`config.mk`:
```
export PLATFORM = sky130hd
export DESIGN_NAME = dmem_arbiter
export DESIGN_NICKNAME = d
export VERILOG_FILES = /design/src/rtl/dmem_pkg.sv /design/src/rtl/dmem_align_chk.sv /design/src/rtl/dmem_arbiter.sv
export SDC_FILE = /design/constraint.sdc
export NUM_CORES = 1
export LEC_CHECK = 0
export ABC_CLOCK_PERIOD_IN_PS = 4700
export BUFFER_PORTS_ARGS = -buffer_cell sky130_fd_sc_hd__buf_2
export CORE_AREA = 2 2 119 121
export DETAILED_ROUTE_END_ITERATION = 12
export DIE_AREA = 0 0 121 123
export PLACE_DENSITY = 0.68
export SETUP_SLACK_MARGIN = 0.1
export SYNTH_ARGS = -nofsm -noshare
export SYNTH_HDL_FRONTEND = slang
export SYNTH_SLANG_ARGS = --single-unit
```
`constraint.sdc`:
```
create_clock -name Clk -period 4.7 [get_ports Clk]
set_input_delay 0.47 -clock Clk [delete_from_list [all_inputs] [get_ports Clk]]
set_output_delay 0.47 -clock Clk [all_outputs]
set_load 0.01 [all_outputs]
```
`src/rtl/dmem_pkg.sv`:
```
// Shared definitions for the data-memory arbiter: access size codes and arbiter states.
package dmem_pkg;

  localparam logic [1:0] SZ_WORD = 2'b00;
  localparam logic [1:0] SZ_HALF = 2'b01;
  localparam logic [1:0] SZ_BYTE = 2'b10;

  typedef enum logic {
    CPU_PRI   = 1'b0,
    DMA_FORCE = 1'b1
  } arb_state_e;

endpackage

```
`src/rtl/dmem_align_chk.sv`:
```
// Per-port alignment/size legality check; purely combinational.
module dmem_align_chk
  import dmem_pkg::*;
(
  input  logic [1:0] size,
  input  logic [1:0] addr,
  output logic       legal
);

  always_comb begin
    legal = 1'b0;
    case (size)
      SZ_WORD: legal = (addr == 2'b00);
      SZ_HALF: legal = ~addr[0];
      SZ_BYTE: legal = 1'b1;
      default: legal = 1'b0;
    endcase
  end

endmodule

```
`src/rtl/dmem_arbiter.sv`:
```
// Shares the DataMemory port between the CPU MEM stage and a DMA/debug port,
// with CPU priority and a starvation-forced DMA grant.
module dmem_arbiter
  import dmem_pkg::*;
#(
  parameter int unsigned ADDR_W       = 32,
  parameter int unsigned DATA_W       = 32,
  parameter int unsigned STARVE_LIMIT = 4
) (
  input  logic              Clk,
  input  logic              Rst_n,
  input  logic              cpu_req,
  input  logic              cpu_we,
  input  logic [1:0]        cpu_size,
  input  logic [ADDR_W-1:0] cpu_addr,
  input  logic [DATA_W-1:0] cpu_wdata,
  output logic              cpu_gnt,
  output logic              cpu_rvalid,
  output logic [DATA_W-1:0] cpu_rdata,
  output logic              cpu_err,
  output logic              stall,
  input  logic              dma_req,
  input  logic              dma_we,
  input  logic [1:0]        dma_size,
  input  logic [ADDR_W-1:0] dma_addr,
  input  logic [DATA_W-1:0] dma_wdata,
  output logic              dma_gnt,
  output logic              dma_rvalid,
  output logic [DATA_W-1:0] dma_rdata,
  output logic              dma_err,
  output logic [ADDR_W-1:0] Address,
  output logic [DATA_W-1:0] WriteData,
  output logic              MemWrite,
  output logic              MemRead,
  output logic [1:0]        Load,
  output logic [1:0]        Store,
  input  logic [DATA_W-1:0] ReadData
);

  localparam int unsigned CNT_W = $clog2(STARVE_LIMIT + 1);
  localparam logic [CNT_W-1:0] LIMIT_M1 = CNT_W'(STARVE_LIMIT - 1);

  arb_state_e        state_q, state_d;
  logic [CNT_W-1:0]  starve_cnt_q, starve_cnt_d;
  logic              cpu_rvalid_q, cpu_rvalid_d;
  logic              dma_rvalid_q, dma_rvalid_d;
  logic [DATA_W-1:0] cpu_rdata_q, cpu_rdata_d;
  logic [DATA_W-1:0] dma_rdata_q, dma_rdata_d;

  logic cpu_legal, dma_legal;
  logic cpu_lreq, dma_lreq;
  logic cpu_win, dma_win;

  dmem_align_chk u_cpu_chk (.size(cpu_size), .addr(cpu_addr[1:0]), .legal(cpu_legal));
  dmem_align_chk u_dma_chk (.size(dma_size), .addr(dma_addr[1:0]), .legal(dma_legal));

  assign cpu_lreq = cpu_req & cpu_legal;
  assign dma_lreq = dma_req & dma_legal;

  // Illegal requests are acknowledged immediately in any state and never use a memory slot.
  assign cpu_err = cpu_req & ~cpu_legal;
  assign dma_err = dma_req & ~dma_legal;
  assign cpu_gnt = cpu_win | cpu_err;
  assign dma_gnt = dma_win | dma_err;
  assign stall   = cpu_req & ~cpu_gnt;

  always_comb begin
    cpu_win      = 1'b0;
    dma_win      = 1'b0;
    state_d      = state_q;
    starve_cnt_d = starve_cnt_q;
    case (state_q)
      CPU_PRI: begin
        if (cpu_lreq) begin
          cpu_win = 1'b1;
          if (dma_lreq) begin
            if (starve_cnt_q == LIMIT_M1) state_d = DMA_FORCE;
            starve_cnt_d = starve_cnt_q + 1'b1;
          end
        end else if (dma_lreq) begin
          dma_win      = 1'b1;
          starve_cnt_d = '0;
        end
      end
      DMA_FORCE: begin
        // One forced slot: granted if DMA still asks legally, otherwise abandoned.
        dma_win      = dma_lreq;
        starve_cnt_d = '0;
        state_d      = CPU_PRI;
      end
      default: state_d = CPU_PRI;
    endcase
  end

  always_comb begin
    Address   = '0;
    WriteData = '0;
    MemWrite  = 1'b0;
    MemRead   = 1'b0;
    Load      = '0;
    Store     = '0;
    if (cpu_win) begin
      Address   = cpu_addr;
      WriteData = cpu_wdata;
      MemWrite  = cpu_we;
      MemRead   = ~cpu_we;
      Load      = cpu_size;
      Store     = cpu_size;
    end else if (dma_win) begin
      Address   = dma_addr;
      WriteData = dma_wdata;
      MemWrite  = dma_we;
      MemRead   = ~dma_we;
      Load      = dma_size;
      Store     = dma_size;
    end
  end

  always_comb begin
    cpu_rvalid_d = cpu_win & ~cpu_we;
    dma_rvalid_d = dma_win & ~dma_we;
    cpu_rdata_d  = cpu_rvalid_d ? ReadData : cpu_rdata_q;
    dma_rdata_d  = dma_rvalid_d ? ReadData : dma_rdata_q;
  end

  always_ff @(posedge Clk or negedge Rst_n) begin
    if (!Rst_n) begin
      state_q      <= CPU_PRI;
      starve_cnt_q <= '0;
      cpu_rvalid_q <= 1'b0;
      dma_rvalid_q <= 1'b0;
      cpu_rdata_q  <= '0;
      dma_rdata_q  <= '0;
    end else begin
      state_q      <= state_d;
      starve_cnt_q <= starve_cnt_d;
      cpu_rvalid_q <= cpu_rvalid_d;
      dma_rvalid_q <= dma_rvalid_d;
      cpu_rdata_q  <= cpu_rdata_d;
      dma_rdata_q  <= dma_rdata_d;
    end
  end

  assign cpu_rvalid = cpu_rvalid_q;
  assign dma_rvalid = dma_rvalid_q;
  assign cpu_rdata  = cpu_rdata_q;
  assign dma_rdata  = dma_rdata_q;

endmodule

```
# Yosys cells after proc, flatten, opt, wreduce, memory -nomap -nowiden
# Cells that the tools add are included.
dict set report classes {
  bitwise_logic 17
  div_mod_pow 0
  mul 0
  magnitude_cmp 0
  shifts 0
  mux 25
  addsub 1
  n_reduce_logical 4
  n_eq_ne 6
}
# operator count
set ops {}
lappend ops {{$mux 32} 4}
lappend ops {{$mux 1} 11}
lappend ops {{$mux 3} 3}
lappend ops {{$logic_not 2->1} 4}
lappend ops {{$not 1->1} 8}
lappend ops {{$and 1x1->1} 7}
lappend ops {{$pmux 1 s3} 2}
lappend ops {{$pmux 3 s2} 1}
lappend ops {{$eq 2x1->1 const B} 2}
lappend ops {{$eq 2x2->1 const B} 2}
lappend ops {{$mux 2} 2}
lappend ops {{$pmux 1 s2} 2}
lappend ops {{$add 3x1->3 const B} 1}
lappend ops {{$eq 3x2->1 const B} 1}
lappend ops {{$ne 2x2->1 const B} 1}
lappend ops {{$or 1x1->1} 2}
dict set report totals {
  memories 0
  input_bits 170
  ramBits 0
  out_inout_bits 141
  rom_bits 0
  register_bits 70
  latch_bits 0
  wordCells 59
}

# Depth between registers and ports, before layout
# Gate-level depths: netlist (run 1).
dict set report logic_depth {
  word_depth 8
  depth_mapped 6
  mapped_depth_nobuf 4
}

# Hierarchy
# A second synthesis (run 1) with hierarchy kept.
dict set report unflattened {
  cells_unflattened 258
  hier_area_um2 3405.8
}
# mod cells_per_inst instances area_each_um2 seq_area_each_um2
set by_module_without_submodules {}
lappend by_module_without_submodules {dmem_arbiter 252 1 3355.7 1751.7}
lappend by_module_without_submodules {dmem_align_chk 3 2 25.0 0.0}

# Worst setup path after synthesis (run 1)
# OpenSTA, ideal clock, no wires.
dict set report synth_path {
  kind {input -> output}
  start {input port dma_addr[1]}
  end {output port Address[10]}
  path_buffers 2
  required_ns 4.230
  t_arrival_ns 1.722
  path_stages 6
  slack_ns 2.508
  path_cell_list {nor2b_1 -> o31a_1 -> a211oi_2 -> buf_2 -> buf_2 -> a22o_1}
}
dict set report synth_via {
  elab_chain_cells 8
}
# item line
set synth_lines {}
lappend synth_lines {{from (decl)} dmem_arbiter.sv:25} ;# input logic [ADDR_W-1:0] dma_addr,
lappend synth_lines {{$logic_not 2->1 *} dmem_align_chk.sv:13} ;# SZ_WORD: legal = (addr == 2'b00);
lappend synth_lines {{$pmux 1 s3 *} dmem_align_chk.sv:12} ;# case (size)
lappend synth_lines {{$and 1x1->1 *} dmem_arbiter.sv:58} ;# assign dma_lreq = dma_req & dma_legal;
lappend synth_lines {{$mux 1} dmem_arbiter.sv:80} ;# end else if (dma_lreq) begin
lappend synth_lines {{$mux 1} dmem_arbiter.sv:74} ;# if (cpu_lreq) begin
lappend synth_lines {{$pmux 1 s2 *} dmem_arbiter.sv:72} ;# case (state_q)
lappend synth_lines {{$mux 32 *} dmem_arbiter.sv:109} ;# end else if (dma_win) begin
lappend synth_lines {{$mux 32 *} dmem_arbiter.sv:102} ;# if (cpu_win) begin
lappend synth_lines {{to (decl)} dmem_arbiter.sv:31} ;# output logic [ADDR_W-1:0] Address,
# Every way passes the cells marked *; elsewhere a longest branch is shown, timed or not.

# Final worst setup path (run 1)
dict set report layout_path {
  start {input port cpu_addr[1]}
  end {output port Store[1]}
}
dict set report layout_via {
  elab_chain_cells 7
  elab_cells_between_ends 9
  classes_between {7 x mux; 1 x bitwise; 1 x reduce/logical}
}
# item line
set layout_lines {}
lappend layout_lines {{from (decl)} dmem_arbiter.sv:15} ;# input logic [ADDR_W-1:0] cpu_addr,
lappend layout_lines {{$logic_not 2->1 *} dmem_align_chk.sv:13}
lappend layout_lines {{$pmux 1 s3 *} dmem_align_chk.sv:12}
lappend layout_lines {{$and 1x1->1 *} dmem_arbiter.sv:57} ;# assign cpu_lreq = cpu_req & cpu_legal;
lappend layout_lines {{$mux 1} dmem_arbiter.sv:74}
lappend layout_lines {{$pmux 1 s2} dmem_arbiter.sv:72}
lappend layout_lines {{$mux 2} dmem_arbiter.sv:109}
lappend layout_lines {{$mux 2 *} dmem_arbiter.sv:102}
lappend layout_lines {{to (decl)} dmem_arbiter.sv:36} ;# output logic [1:0] Store,
# Marks and branches as above.

==> results of run 1 <==
[through the flow]
step	hold slack [ns]	instance area (sq um)	std cells	utilization, %
3_3_place_gp	0.4845	5246	731	38.54
5_1_grt	0.3731	5558	748	40.83
4_1_cts	0.3639	5555	747	40.81
2_1_floorplan	0.1744	3542	259	-
6_report	0.3483	5558	748	40.83
3_5_place_dp	0.4879	5246	731	38.54
[where the power goes]
part           switching [mW]  internal, mW  total, mW
sequential             0.0746         0.742      0.816
combinational           0.303         0.349      0.652
clock                   0.254         0.439      0.694
total                   0.632          1.53       2.16
[worst max-delay path: stages]
cell and delay (ns):
buf_2 0.10, nor2b_1 0.14, o31a_1 0.33, nor2_4 0.72
buf_4 0.45, a22o_1 0.24, buf_2 0.14
[cells by family (layout without fill, tap and decap cells)]
group	count (synthesis)	count (layout)	synth area share (%)
AOI/OAI and AO/OA	80	80	19.64
buffers and inverters	27	335	4.168
DFF	70	70	49.45
and+or+nand+nor	15	15	2.402
muxes	65	65	23.63
adders and majority gates	2	2	0.7064
other	0	1	0
[per-layer routing]
layer	GRT usage (%)	part of all wire, %	vias to the layer above
met4	5.596	1.1	2
met3	7.011	9.7	15
li1	-	-	1604
met1	21.76	40	1683
met2	30.51	49	177
met5	0	0.13	-
[sequential cells by signal (all words and copies together), names as in the netlist]
signal and cells:
cpu_rvalid 1, starve_cnt_q 3, state_q 1, cpu_rdata 32, dma_rvalid 1, dma_rdata 32
[layout make-up]
| cell class | count | area (sq um) |
|---|---|---|
| diodes | 1 | 2.502 |
| well taps | 180 | 225.2 |
| repair buffers | 315 | 1589 |
| inverters | 4 | 15.01 |
| multi-input cells | 162 | 1665 |
| flip-flops and latches | 70 | 1752 |
| clock buffers | 11 | 252.7 |
| fillers | 1358 | 8054 |
| clock inverters | 5 | 56.30 |
[worst paths after layout]
path                                            from                           to  slack, ns
max                                      cpu_addr[1]                     Store[1]       1.61
min                                            Rst_n    dma_rdata[17]$_DFFE_PN0P_       0.35
max reg2reg                        state_q$_DFF_PN0_    dma_rdata[12]$_DFFE_PN0P_       2.54
min reg2reg                cpu_rdata[16]$_DFFE_PN0P_    cpu_rdata[16]$_DFFE_PN0P_       0.50
max in group asynchronous                      Rst_n  starve_cnt_q[2]$_DFFE_PN0P_       3.80
min in group Clk                        ReadData[19]    dma_rdata[19]$_DFFE_PN0P_       0.39
[synth_stat cells]
| master | count | area (sq um) |
|---|---|---|
| o31ai_1 | 2 | 15.01 |
| a2111o_1 | 1 | 11.26 |
| a21boi_0 | 1 | 7.510 |
| a32o_1 | 1 | 10.01 |
| o211ai_1 | 1 | 7.510 |
| clkbuf_1 | 7 | 26.28 |
| a21oi_1 | 2 | 10.01 |
| nand2b_1 | 2 | 12.51 |
| nor2b_1 | 3 | 18.77 |
| nand2_1 | 3 | 11.26 |
| ha_1 | 2 | 25.02 |
| nor3_2 | 1 | 10.01 |
| inv_1 | 4 | 15.01 |
| and2_1 | 2 | 12.51 |
| nor4_1 | 1 | 6.260 |
| a211oi_2 | 1 | 12.51 |
| buf_2 | 10 | 50.05 |
| and3_1 | 1 | 6.260 |
| dfrtp_1 | 70 | 1752 |
| buf_6 | 3 | 33.78 |
| o21ai_0 | 1 | 5.000 |
| mux2_2 | 37 | 416.7 |
| a22o_1 | 67 | 586.8 |
| o31ai_2 | 1 | 12.51 |
| mux2_4 | 28 | 420.4 |
| buf_4 | 3 | 22.52 |
| nor2_1 | 2 | 7.510 |
| o31a_1 | 2 | 17.52 |
==> key figures, run 1 <==
STA
  • Final WS setup: 1.611 ns
  • Slew headroom: 40.79%
  • Setup violations, final: 0
  • Max Clock Skew: 0.006589 ns
  • RSZ-0062 raised after global routing: no
  • Min cycle time layout: 3.089 ns
  • Worst Tran Pin Value: 0.8860 ns
  • Max Freq: 323.7 MHz
  • Slew Limit Fails: 0
  • Crit share post-route: 65.73%
  • Final hold viol count: 0
  • Setup_tns: 0 ns

Worst setup path
  • Crit-path max FO: 40
  • R2R depth: 4
  • Worst Setup End Kind: primary output
  • Crit start category: input pin
  • Crit path DAT: 2.62 ns
  • Critical path class: in -> out
  • CP Data Required Time: 4.23 ns

Drt
  • Routed WL: 14.45 mm
  • DRT iter0 DRCs: 122
  • Routed len/inst: 19.32 um
  • Avg Vias per Cell: 4.654
  • ANT nets after route: 0
  • Vias: 3481
  • Number of remaining DRC errors: 0
  • Pre-antenna DRT Iters: 6

Final layout
  • NumNets Final: 734
  • Area grow syn2layout: 56.91%
  • Layout cells sized above 1: 70.72%
  • Most common cell after layout, fill and taps aside: buf_2
  • Most frequent cells in the layout: buf_2 (310), dfrtp_1 (70), a22o_1 (67)

CTS
  • CTS max path bufs: 2
  • CTS tree: done
  • Htree depth: 3
  • CTS Buf Count: 9
  • CTS root buffer: clkbuf_16
  • Gates resized, CTS repair: 0
  • Clk sinks: 70
  • Number of post-CTS setup repair buffers: 0
  • Clock latency on the worst-skew pair: 0.33 ns
  • # hold bufs at CTS: 0
  • Worst-path clk slew: 0.06 ns

Power
  • Pleak: 3.079 nW
  • Pwr/cell area: 389.1 nW/um^2
  • Overall power: 2.163 mW
  • Peak VDD IR: 0.2456 mV

Placement
  • Final HPWL DP: 11.85 mm
  • Worst slack, placed: 1.637 ns
  • Number of input and output port buffers inserted: 310
  • GP Congestion: 1.012

Global route
  • Initial antenna violation count: 2
  • Vias in the first global route: 3443
  • Total congestion overflow: 0
  • Pin count of the biggest net entering global routing: 71
  • GR Util All Layers: 18.25%
  • First-pass GRT wire length: 19.95 mm

Yosys
  • #FFs+latches synth: 70
  • Syn avg cell area: 13.68 sq um
  • Yosys cell types: 28
  • Register area share after synthesis: 49.45%
  • Yosys warnings: 0
  • Mapped Cells: 259
  • Cell Area, Synth: 3542 sq um
  • Syn Nets: 431

Die
  • Ports: 311
  • Initial Util: 26.02%
  • Die height: 123 um
  • Die span in x: 121 um
  • Full die area: 14880 sq um
  • Num rows: 43
  • Core region area: 13610 sq um

Outcome
  • Status: completed

Hold path
  • Hold Crit Class: in -> async

Run
  • Max-cap check violation count: 0
No activity file was read; power rests on OpenSTA's default activity.
==> inputs of run 2 (changes only) <==
--- a/config.mk
+++ b/config.mk
@@ -5,12 +5,13 @@
 export SDC_FILE = /design/constraint.sdc
 export NUM_CORES = 1
 export LEC_CHECK = 0
-export ABC_CLOCK_PERIOD_IN_PS = 4700
+export ABC_AREA = 1
+export ABC_CLOCK_PERIOD_IN_PS = 3200
 export BUFFER_PORTS_ARGS = -buffer_cell sky130_fd_sc_hd__buf_2
 export CORE_AREA = 2 2 119 121
 export DETAILED_ROUTE_END_ITERATION = 12
 export DIE_AREA = 0 0 121 123
-export PLACE_DENSITY = 0.68
+export PLACE_DENSITY = 0.75
 export SETUP_SLACK_MARGIN = 0.1
 export SYNTH_ARGS = -nofsm -noshare
 export SYNTH_HDL_FRONTEND = slang
==> constraint.sdc (replaced) <==
create_clock -name Clk -period 3.2 [get_ports Clk]
set_input_delay 0.32 -clock Clk [delete_from_list [all_inputs] [get_ports Clk]]
set_output_delay 0.32 -clock Clk [all_outputs]
set_load 0.01 [all_outputs]
==> run 2 against run 1 <==
Final area rose by 11%. Worst hold slack lost 0.15 ns. Synthesized cell count increased by 110%. First-iteration DRC count up 130%. Register-to-register slack worse by 1.3 ns. Total power increased by 38%. Clock skew is 0.0039 ns lower. Core utilization is 4.3 points higher. Routed wire length is 7.8% higher.
==> key figures, run 2 <==
STA
  • Worst Tran Pin Value: 0.8960 ns
  • Max Clock Skew: 0.002658 ns
  • Final WS setup: 0.5907 ns
  • Slew headroom: 40.27%
  • Hold Slack: 0.1962 ns
  • Max Freq: 383.3 MHz
  • Final hold viol count: 0
  • Slew Limit Fails: 0
  • Min cycle time layout: 2.609 ns
  • Crit share post-route: 81.54%
  • RSZ-0062 raised after global routing: no
  • Setup_tns: 0 ns
  • Setup violations, final: 0

Power
  • Pwr/cell area: 485.1 nW/um^2
  • Pleak: 3.658 nW
  • Peak VDD IR: 0.3834 mV

CTS
  • # hold bufs at CTS: 0
  • Number of post-CTS setup repair buffers: 0
  • CTS tree: done
  • Htree depth: 3
  • CTS Buf Count: 9
  • CTS root buffer: clkbuf_16
  • Worst-path clk slew: 0.05 ns
  • Clk sinks: 70
  • CTS max path bufs: 2
  • Clock latency on the worst-skew pair: 0.33 ns
  • Gates resized, CTS repair: 0

Worst setup path
  • R2R depth: 6
  • Critical Path Stages: 7
  • Worst Setup End Kind: primary output
  • Slowest stage delay, CP: 0.44 ns
  • Crit-path max FO: 28
  • Crit start category: flip-flop
  • Slowest cell on crit path: dfrtp_1
  • CP Data Required Time: 2.88 ns
  • Worst path most repeated cell: nand2_1
  • Crit path DAT: 2.29 ns
  • CP top delay family: buffers and inverters
  • Crit path cell chain: nor2_1 -> nand2_8 -> inv_2 -> buf_4 -> nand2_1 -> nand2_1 -> buf_2
  • Critical path class: reg -> out
  • Buffer and inverter count on the worst path: 3

Global route
  • Initial antenna violation count: 2
  • Total congestion overflow: 0
  • First-pass GRT wire length: 22.67 mm
  • Vias in the first global route: 4295
  • GR Util All Layers: 19.65%
  • Pin count of the biggest net entering global routing: 71

Final layout
  • Fill cells: 1396
  • Area grow syn2layout: 37.56%
  • NumNets Final: 1013
  • Layout cells sized above 1: 47.75%
  • Most common cell after layout, fill and taps aside: buf_2
  • Design area: 6150 sq um
  • Most frequent cells in the layout: buf_2 (310), nand2_1 (277), dfrtp_1 (70)

Die
  • Num rows: 43
  • Die span in x: 121 um
  • Die height: 123 um
  • Core region area: 13610 sq um
  • Initial Util: 32.84%
  • Full die area: 14880 sq um
  • Ports: 311

Yosys
  • Mapped Cells: 556
  • Post-synth EDFFs: 0
  • Commonest cells post-synth: nand2_1 (277), dfrtp_1 (70), nand3_2 (60)
  • Cell Area, Synth: 4471 sq um
  • #FFs+latches synth: 70
  • Yosys cell types: 25
  • Yosys warnings: 0
  • Cell with the most instances after synthesis: nand2_1
  • Synth area leader: dfrtp_1
  • Syn avg cell area: 8.041 sq um
  • Register area share after synthesis: 39.18%
  • Syn Nets: 728
  • Top cell type's share of synthesized area: 39.18%
  • Post-synth top flop: dfrtp_1
  • Async S/R FF share, synth: 100.0%
  • Top post-synthesis cells by area: dfrtp_1 (39%), nand2_1 (23%), nand3_2 (13%)

Drt
  • ANT nets after route: 0
  • Vias: 4806
  • Pre-antenna DRT Iters: 4
  • Number of remaining DRC errors: 0
  • DRT iter0 DRCs: 285
  • Routed WL: 15.57 mm
  • Avg Vias per Cell: 4.684
  • Routed len/inst: 15.18 um

Hold path
  • Hold Crit Class: in -> async

Placement
  • GP Congestion: 0.8544
  • Final HPWL DP: 11.70 mm
  • Worst slack, placed: 0.8987 ns
  • Placed Area: 5867 sq um
  • Number of input and output port buffers inserted: 310

Run
  • Max-cap check violation count: 0

Outcome
  • Status: completed
run 2: cell types whose count changed after synthesis, sizes merged, moves of 32 or more:
cell	change
a22o	-67
nand3	+68
o21ai	+35
nand4	+32
nand2	+276
mux2	-65
run 2: cell type report:
type / instances / area (sq um) / area share, %
Clock inverter: 5 / 52.55 / 0.8545
Tap cell: 180 / 225.2 / 3.662
Antenna cell: 2 / 5.005 / 0.08138
Inverter: 9 / 33.78 / 0.5493
Clock buffer: 9 / 225.2 / 3.662
Multi-Input combinational cell: 430 / 2210 / 35.93
Sequential cell: 70 / 1752 / 28.48
Timing Repair Buffer: 321 / 1647 / 26.78
run 2: worst paths after layout:
path                                           from                         to  slack, ns
min in group Clk                       ReadData[19]  cpu_rdata[19]$_DFFE_PN0P_       0.21
max reg2reg                       state_q$_DFF_PN0_  cpu_rdata[11]$_DFFE_PN0P_       1.21
max in group asynchronous                     Rst_n  cpu_rdata[16]$_DFFE_PN0P_       2.42
max                               state_q$_DFF_PN0_              WriteData[31]       0.59
min reg2reg                dma_rdata[8]$_DFFE_PN0P_   dma_rdata[8]$_DFFE_PN0P_       0.46
min                                           Rst_n  cpu_rdata[28]$_DFFE_PN0P_       0.20
run 2: layer usage:
metal / vias to the layer above / part of all wire, % / GRT usage, %
met3: 27 / 8.1 / 5.397
met1: 2205 / 41 / 25.01
met5: - / 0 / 0
met4: 0 / 2.0 / 6.759
met2: 204 / 49 / 32.23
li1: 2370 / - / -
run 2: cell families after synthesis:
family                     count (synthesis)  synth area share [%]
adders and majority gates                  2                0.5597
DFF                                       70                 39.18
AOI/OAI and AO/OA                         39                 4.674
and+or+nand+nor                          389                 44.00
buffers and inverters                     56                 11.59
run 2: worst register-to-register path, delay by kind of cell, from the launching register on:
kind,cells,cell delay (ns)
AND/OR/NAND/NOR,5,1.19
flip-flops,1,0.44
buffers and inverters,1,0.32
run 2: where the power goes:
group / switching [mW] / total [mW] / internal, mW
Combinational: 0.537 / 0.888 / 0.351
Sequential: 0.0906 / 1.15 / 1.06
Clock: 0.354 / 0.944 / 0.589
run 2: through the flow:
| stage | util (%) | instances | total power [mW] |
|---|---|---|---|
| finish | 45.18 | 1026 | 2.983 |
| global route | 45.16 | 1025 | 3.168 |
| CTS | 45.14 | 1024 | 3.016 |
| detailed placement | 43.10 | 1010 | 2.058 |
| global placement | 43.10 | 1010 | 2.038 |
| floorplan | - | 556 | 1.633 |
==> inputs of run 3 (changes only) <==
--- a/config.mk
+++ b/config.mk
@@ -6,11 +6,11 @@
 export NUM_CORES = 1
 export LEC_CHECK = 0
 export ABC_AREA = 1
-export ABC_CLOCK_PERIOD_IN_PS = 3200
+export ABC_CLOCK_PERIOD_IN_PS = 2300
 export BUFFER_PORTS_ARGS = -buffer_cell sky130_fd_sc_hd__buf_2
-export CORE_AREA = 2 2 119 121
+export CORE_AREA = 2 2 122 124
 export DETAILED_ROUTE_END_ITERATION = 12
-export DIE_AREA = 0 0 121 123
+export DIE_AREA = 0 0 124 126
 export PLACE_DENSITY = 0.75
 export SETUP_SLACK_MARGIN = 0.1
 export SYNTH_ARGS = -nofsm -noshare
==> constraint.sdc (replaced) <==
create_clock -name Clk -period 2.3 [get_ports Clk]
set_input_delay 0.23 -clock Clk [delete_from_list [all_inputs] [get_ports Clk]]
set_output_delay 0.23 -clock Clk [all_outputs]
set_load 0.01 [all_outputs]
==> run 3 against run 2 <==
Via count up 1.3%. Clock skew grew 0.0053 ns. Critical path depth is the same. Register-to-register slack worse by 0.57 ns. Cell count rose by 0.97%. First-iteration DRC count shrank 3.9%. Combinational power increased by 43%.
==> key figures, run 3 (synthesized netlist as in run 2, its figures left out) <==
Outcome
  • Status: completed

Placement
  • Final HPWL DP: 12.37 mm
  • GP Congestion: 0.8041
  • Number of input and output port buffers inserted: 310

Drt
  • DRT iter0 DRCs: 274
  • Pre-antenna DRT Iters: 5
  • Vias: 4868
  • Avg Vias per Cell: 4.699
  • Number of remaining DRC errors: 0
  • ANT nets after route: 0
  • Routed len/inst: 16.44 um
  • Routed WL: 17.04 mm

Die
  • Ports: 311
  • Num rows: 44
  • Die height: 126 um
  • Core region area: 14310 sq um
  • Initial Util: 31.23%
  • Die span in x: 124 um
  • Full die area: 15620 sq um

Worst setup path
  • CP Data Required Time: 2.07 ns
  • Worst Setup End Kind: primary output
  • Crit start category: flip-flop
  • R2r endpoint: cpu_rdata[7]$_DFFE_PN0P_
  • Critical path class: reg -> out
  • Crit-path max FO: 17
  • Reg2reg setup slack: 0.64 ns
  • Crit path DAT: 1.84 ns
  • Reg2Reg Launch Point: state_q$_DFF_PN0_
  • R2R depth: 6

STA
  • RSZ-0062 raised after global routing: no
  • Crit share post-route: 90.00%
  • Max Freq: 483.1 MHz
  • Min cycle time layout: 2.070 ns
  • Setup violations, final: 0
  • Setup_tns: 0 ns
  • Slew headroom: 52.77%
  • Final hold viol count: 0
  • Max Clock Skew: 0.007990 ns
  • Worst Tran Pin Value: 0.7085 ns
  • Slew Limit Fails: 0
  • Hold Slack: 0.1108 ns

Power
  • Sequential power share: 35.7%
  • Pwr/cell area: 705.5 nW/um^2
  • Clock share of power: 35.9%
  • Peak VDD IR: 0.4931 mV
  • Switching part of the total power: 31.51%
  • Int Power: 3.077 mW
  • P_sw: 1.415 mW
  • Combinational power share: 28.3%
  • Pleak: 3.755 nW

Final layout
  • Area occupied by multi-input gates: 2217 sq um
  • Layout cells sized above 1: 48.18%
  • Most common cell after layout, fill and taps aside: buf_2
  • Area grow syn2layout: 42.43%
  • Seq. cell area: 1752 sq um
  • Fill cells: 1434
  • Most frequent cells in the layout: buf_2 (310), nand2_1 (277), dfrtp_1 (70)
  • NumNets Final: 1018

CTS
  • CTS tree: done
  • Htree depth: 3
  • Clock latency on the worst-skew pair: 0.33 ns
  • Worst-path clk slew: 0.06 ns
  • CTS Buf Count: 9
  • CTS root buffer: clkbuf_16
  • Clk sinks: 70
  • CTS max path bufs: 2
  • Number of post-CTS setup repair buffers: 0

Hold path
  • Hold Startpoint: ReadData[25]
  • Hold Crit Class: in -> reg
  • Hold Crit Endpoint: cpu_rdata[25]$_DFFE_PN0P_
  • Hold Crit Depth: 3

Run
  • Max-cap check violation count: 0

Global route
  • Total congestion overflow: 0
  • Initial antenna violation count: 2
  • GR Util All Layers: 20.36%
  • Vias in the first global route: 4533
  • First-pass GRT wire length: 24.32 mm
  • Pin count of the biggest net entering global routing: 73
-- run 3: cell count changes in the layout (fill, tap and decap cells not counted), moves of 2 or more --
cell	before	now
clkbuf_16	9	12
buf_12	1	3
buf_4	10	8
bufinv_16	1	3
-- run 3: stage by stage --
stage | std cells | utilization [%] | setup slack (ns) | total power, mW | instance area [sq um]
floorplan | 556 | - | 0.6514 | 2.271 | 4471
global placement | 1015 | 41.34 | 0.3076 | 2.853 | 5917
detailed placement | 1015 | 41.34 | 0.2888 | 2.878 | 5917
CTS | 1032 | 43.85 | 0.1076 | 4.513 | 6277
global route | 1036 | 44.48 | 0.1289 | 4.744 | 6367
finish | 1036 | 44.48 | 0.2299 | 4.492 | 6367
-- run 3: area by class of cell --
type	count	area share (%)
Timing Repair Buffer	326	28.02
Clock inverter	6	1.710
Antenna cell	1	0.03930
Inverter	9	0.5306
Tap cell	184	3.616
Multi-Input combinational cell	430	34.82
Sequential cell	70	27.51
Clock buffer	10	3.753
-- run 3: power groups by stage --
stage	logic, mW	registers [mW]	clock network, mW
2_1_floorplan	0.540	1.73	0
3_3_place_gp	1.24	1.61	0
3_5_place_dp	1.26	1.62	0
4_1_cts	1.26	1.61	1.64
5_1_grt	1.41	1.63	1.70
6_report	1.27	1.61	1.61
-- run 3: repair_timing --
action                     CTS  global route
setup endpoints to repair   14            17
hold buffers                 1             0
gates cloned                 0             3
hold endpoints to repair    25             0
resized for setup            1             2
-- run 3: how the worst max path moves through the flow --
stage / from / to / slack (ns) / depth (start not counted)
6_report: state_q$_DFF_PN0_ / WriteData[31] / 0.23 / 7
5_1_grt: state_q$_DFF_PN0_ / WriteData[31] / 0.13 / 7
4_1_cts: state_q$_DFF_PN0_ / WriteData[31] / 0.11 / 7
3_5_place_dp: dma_size[0] / WriteData[31] / 0.29 / 8
3_3_place_gp: dma_size[0] / WriteData[31] / 0.31 / 8
2_1_floorplan: state_q$_DFF_PN0_ / Store[0] / 0.65 / 7
-- run 3: critical path: stages, from the launching register on --
cell and delay [ns]:
dfrtp_1 0.45, nor2_4 0.19, nand2_8 0.12, inv_2 0.17
buf_12 0.18, nand2_1 0.06, nand2_1 0.16, buf_2 0.17
-- run 3: layer usage --
metal	global-route usage (%)	vias to the layer above	share of wire, %
met3	5.707	18	8.8
met5	0	-	0.076
met2	34.42	219	49
li1	-	2379	-
met4	6.609	2	1.6
met1	24.88	2250	40
